`config.mk`:
```
export PLATFORM = sky130hd
export DESIGN_NAME = multiplier_controller
export DESIGN_NICKNAME = d
export VERILOG_FILES = /design/src/rtl/multiplier_pkg.sv /design/src/rtl/multiplier_controller.sv
export SDC_FILE = /design/constraint.sdc
export NUM_CORES = 1
export LEC_CHECK = 0
export BUFFER_PORTS_ARGS = -buffer_cell sky130_fd_sc_hd__buf_2
export CAP_MARGIN = 20
export CORE_AREA = 3 3 40 42
export CTS_BUF_LIST = sky130_fd_sc_hd__clkbuf_4 sky130_fd_sc_hd__clkbuf_8
export CTS_CLUSTER_SIZE = 8
export DETAILED_ROUTE_END_ITERATION = 10
export DIE_AREA = 0 0 43 45
export GPL_ROUTABILITY_DRIVEN = 0
export PLACE_DENSITY_LB_ADDON = 0.08
export SLEW_MARGIN = 10
export SYNTH_ARGS = -nofsm -noshare
export SYNTH_HDL_FRONTEND = slang
export SYNTH_SLANG_ARGS = --single-unit
export TNS_END_PERCENT = 30
```
`constraint.sdc`:
```
create_clock -name clock -period 2 [get_ports clock]
set_input_delay 0.3 -clock clock [delete_from_list [all_inputs] [get_ports clock]]
set_output_delay 0.3 -clock clock [all_outputs]
set_load 0.02 [all_outputs]
```
`src/rtl/multiplier_pkg.sv`:
```
// multiplier_pkg
// Shared definitions for the shift-add multiplier slice:
//   state_t        - controller state encoding (IDLE, RUN, DONE)
//   counter_width  - width of the iteration counter for a given datapath
//                    width N, $clog2(N) with a floor of 1 bit
package multiplier_pkg;

  typedef enum logic [1:0] {
    IDLE = 2'd0,
    RUN  = 2'd1,
    DONE = 2'd2
  } state_t;

  // The counter only ever holds N-1 down to 0, so $clog2(N) bits suffice.
  // N=1 still needs one bit to hold the value 0.
  function automatic int counter_width(input int n);
    return (n <= 1) ? 1 : $clog2(n);
  endfunction

endpackage

```
`src/rtl/multiplier_controller.sv`:
```
// multiplier_controller
// Sequencing FSM for the shift-add multiplier. It accepts an operation on a
// valid/ready handshake, runs N add/shift iterations paced by the sibling
// multiplier_counter, then presents the result on a valid/ready handshake.
// Every output is decoded combinationally from the state and the inputs.
// Ports:
//   clock, reset       system clock, synchronous active-high reset
//   in_valid/in_ready  request handshake (accept happens in IDLE)
//   out_valid/out_ready  result handshake (offered in DONE)
//   multiplier_lsb     current LSB of the datapath multiplier register
//   is_zero            counter at 0 (last iteration)
//   do_load/do_add/do_shift    datapath strobes
//   do_preset/do_decrement     counter strobes
//   busy               high while iterating
module multiplier_controller
  import multiplier_pkg::*;
#(
  parameter int N = 4
) (
  input  logic clock,
  input  logic reset,
  input  logic in_valid,
  output logic in_ready,
  output logic out_valid,
  input  logic out_ready,
  input  logic multiplier_lsb,
  input  logic is_zero,
  output logic do_load,
  output logic do_add,
  output logic do_shift,
  output logic do_preset,
  output logic do_decrement,
  output logic busy
);

  // The iteration count lives in multiplier_counter; N only has to be legal.
  if (N < 1) begin : g_bad_n
    $error("multiplier_controller: N must be at least 1");
  end

  state_t r_state;
  state_t w_next;

  always_ff @(posedge clock) begin
    if (reset) begin
      r_state <= IDLE;
    end else begin
      r_state <= w_next;
    end
  end

  always_comb begin
    w_next       = r_state;
    in_ready     = 1'b0;
    out_valid    = 1'b0;
    do_load      = 1'b0;
    do_add       = 1'b0;
    do_shift     = 1'b0;
    do_preset    = 1'b0;
    do_decrement = 1'b0;
    busy         = 1'b0;
    case (r_state)
      IDLE: begin
        in_ready = 1'b1;
        if (in_valid) begin
          do_load   = 1'b1;
          do_preset = 1'b1;
          w_next    = RUN;
        end
      end
      RUN: begin
        busy     = 1'b1;
        do_shift = 1'b1;
        do_add   = multiplier_lsb;
        // Holding the count at 0 on the last iteration keeps the counter
        // from wrapping; the final shift/add still happens this cycle.
        if (is_zero) begin
          w_next = DONE;
        end else begin
          do_decrement = 1'b1;
        end
      end
      DONE: begin
        out_valid = 1'b1;
        if (out_ready) begin
          w_next = IDLE;
        end
      end
      default: begin
        w_next = IDLE;
      end
    endcase
  end

endmodule

```
==> flow_summary.toml <==
[cells_and_area]
regMostFlops = "r_state"
regArea_um2 = 40.0
design_area_um2 = 224
reg_top3 = "r_state (2)"
fillers = 152
nets = 38
drive_gt1_frac = 0.600
syn_to_final_growth_pct = 68.9
diodes = 0
multi_input_area_um2 = 73.8
largest_reg_flops = 2

[floorplan]
rows = 13
core_um2 = 1280
start_util = 0.103
ios = 14
die_h_um = 45
die_w_um = 43
die_area_um2 = 1940

[clock_network]
ctsHoldBuffers = 0
cts_num_sinks = 2
clk_path_buf_depth = 2
insertion_delay_ps = 220
cts_tree = "yes"
cts_max_level = 1
cts_setup_buffers = 0
path_clk_slew_ps = 30
post_cts_resized = 0
clock-root-buffer = "clkbuf_4"
cts_buffers = 3

[logic_synthesis]
synthCells = 16
synth_area_um2 = 133
netlist.area_leader.share = 0.302
avgSynthCellArea_um2 = 8.29
syn_nets = 22
synth_top_cell_by_area = "dfxtp_1"
yosysWarnings = 0
ys_seq_area_frac = 0.302
yosys_register_bits = 2
synth_area_leaders = "dfxtp_1 30%, buf_4 11%, and2_1 9.4%"
ys_types = 11

[global_routing]
grt_overflow = 0
grt_max_degree = 6
grt_pass1_wl_um = 600
antenna_found_initial = 0
grt_pass1_vias = 150
grt_usage = 0.0457

[worst_setup_path]
reg2reg_to = "r_state[1]"
path_class = "flop to primary output"
rrSetupSlack_ps = 1130
path_max_fanout = 5
reg2reg_from = "r_state[0]"
r2r_cells = 2
worst_setup_path_end_kind = "primary output"
cp.arrival_ps = 1100
start_kind = "flop"
cp_data_required_time_ps = 1700

[drt]
viasPerCell = 3.31
drcViolationCount = 0
drt-total-wl_um = 386
drtIter0Drc = 0
avgRoutedWirePerCell_um = 8.58
ant_nets = 0
vias = 149
drtPass1Iterations = 1

[pwr]
clockPowerShare = 0.488
p_sw_frac = 0.289
netSwitchingPower_uw = 51.9
ir_drop_mv = 0.143
seqPwrFrac = 0.252
power.total_uw = 180
p_int_uw = 128
power_density_nw_per_um2 = 802
p_comb_frac = 0.260
power_leakage_nw = 0.128

[sta]
rsz0062_at_grt = "no"
relSlewSlack = 0.879
fin_crit_ps = 1400
hold_viol_final = 0
slew_violations = 0
final.setup.tns_ps = 0
finClkSkew_ps = 0.495
setup_viol = 0
fmax_mhz = 713
min_period_over_period = 0.702
worstMarginPinSlew_ps = 180

[worst_hold_path]
whs_endpoint = "r_state[0]"
min_from = "reset"
hold_path_class = "primary input to flop"
min_path_cells = 2

[place]
placed_cell_area_um2 = 201
portBuffers = 13

[flow_run]
maxCapViolCount = 0

[status]
outcome = "completed"
[synthesized netlist by cell type, drive strengths merged]
cell type / n
a32o: 1
nor2: 2
inv: 1
a211oi: 1
dfxtp: 2
buf: 2
nor2b: 2
and2b: 1
and2: 2
nand2b: 2
[layer usage]
| layer | global-route usage | vias up | wire length, um |
|---|---|---|---|
| met4 | 0.0542 | 0 | 0 |
| met1 | 0.0384 | 66 | 127 |
| met2 | 0.0659 | 5 | 222 |
| met3 | 0.0319 | 0 | 37 |
| li1 | - | 78 | - |
| met5 | 0 | - | 0 |
[power by group through the flow]
stage	logic, mW	registers, mW	clock network [mW]
3_5_place_dp	0.0476	0.0459	0
4_1_cts	0.0477	0.0453	0.0939
2_1_floorplan	0.0336	0.0453	0
3_3_place_gp	0.0479	0.0458	0
5_1_grt	0.0512	0.0456	0.0989
6_report	0.0466	0.0453	0.0876
[stage by stage]
step                      hold slack [ps]  std cells   util  setup slack [ps]
after CTS                             274         45  0.174               567
after floorplan                       373         16      -               563
after detailed placement              478         42  0.157               808
after global placement                485         42  0.157               825
final                                 281         45  0.174               597
after global routing                  284         45  0.174               499
[cell usage in the layout, fill, tap and decap left out, drive strengths merged]
| cell | count |
|---|---|
| and2 | 2 |
| nor2 | 2 |
| and2b | 1 |
| buf | 13 |
| a32o | 1 |
| dfxtp | 2 |
| nor2b | 2 |
| clkbuf | 3 |
| inv | 1 |
| a211oi | 1 |
| nand2b | 2 |
[final cells by class]
type | count | area share
Clock buffer | 3 | 0.101
Inverter | 1 | 0.0168
Multi-Input combinational cell | 11 | 0.330
Sequential cell | 2 | 0.179
Tap cell | 15 | 0.0838
Timing Repair Buffer | 13 | 0.291
[critical path: stages, from the launching register on]
cell     delay, ps
dfxtp_1        360
nor2b_2        220
and2_1         140
buf_2          150
[kinds of logic after synthesis]
kind of cell,share of synthesized area
AO/OA/AOI/OAI,0.142
buffers and inverters,0.141
flip-flops,0.302
AND/OR/NAND/NOR,0.415
[worst max-delay path by stage]
stage                from        end  slack [ps]  cells after the start
2_1_floorplan  r_state[0]  do_preset         560                      3
3_3_place_gp   r_state[0]     do_add         830                      3
3_5_place_dp   r_state[0]     do_add         810                      3
4_1_cts        r_state[0]     do_add         570                      3
5_1_grt        r_state[0]     do_add         500                      3
6_report       r_state[0]     do_add         600                      3
Note: power is estimated with default switching activity, not from simulation.
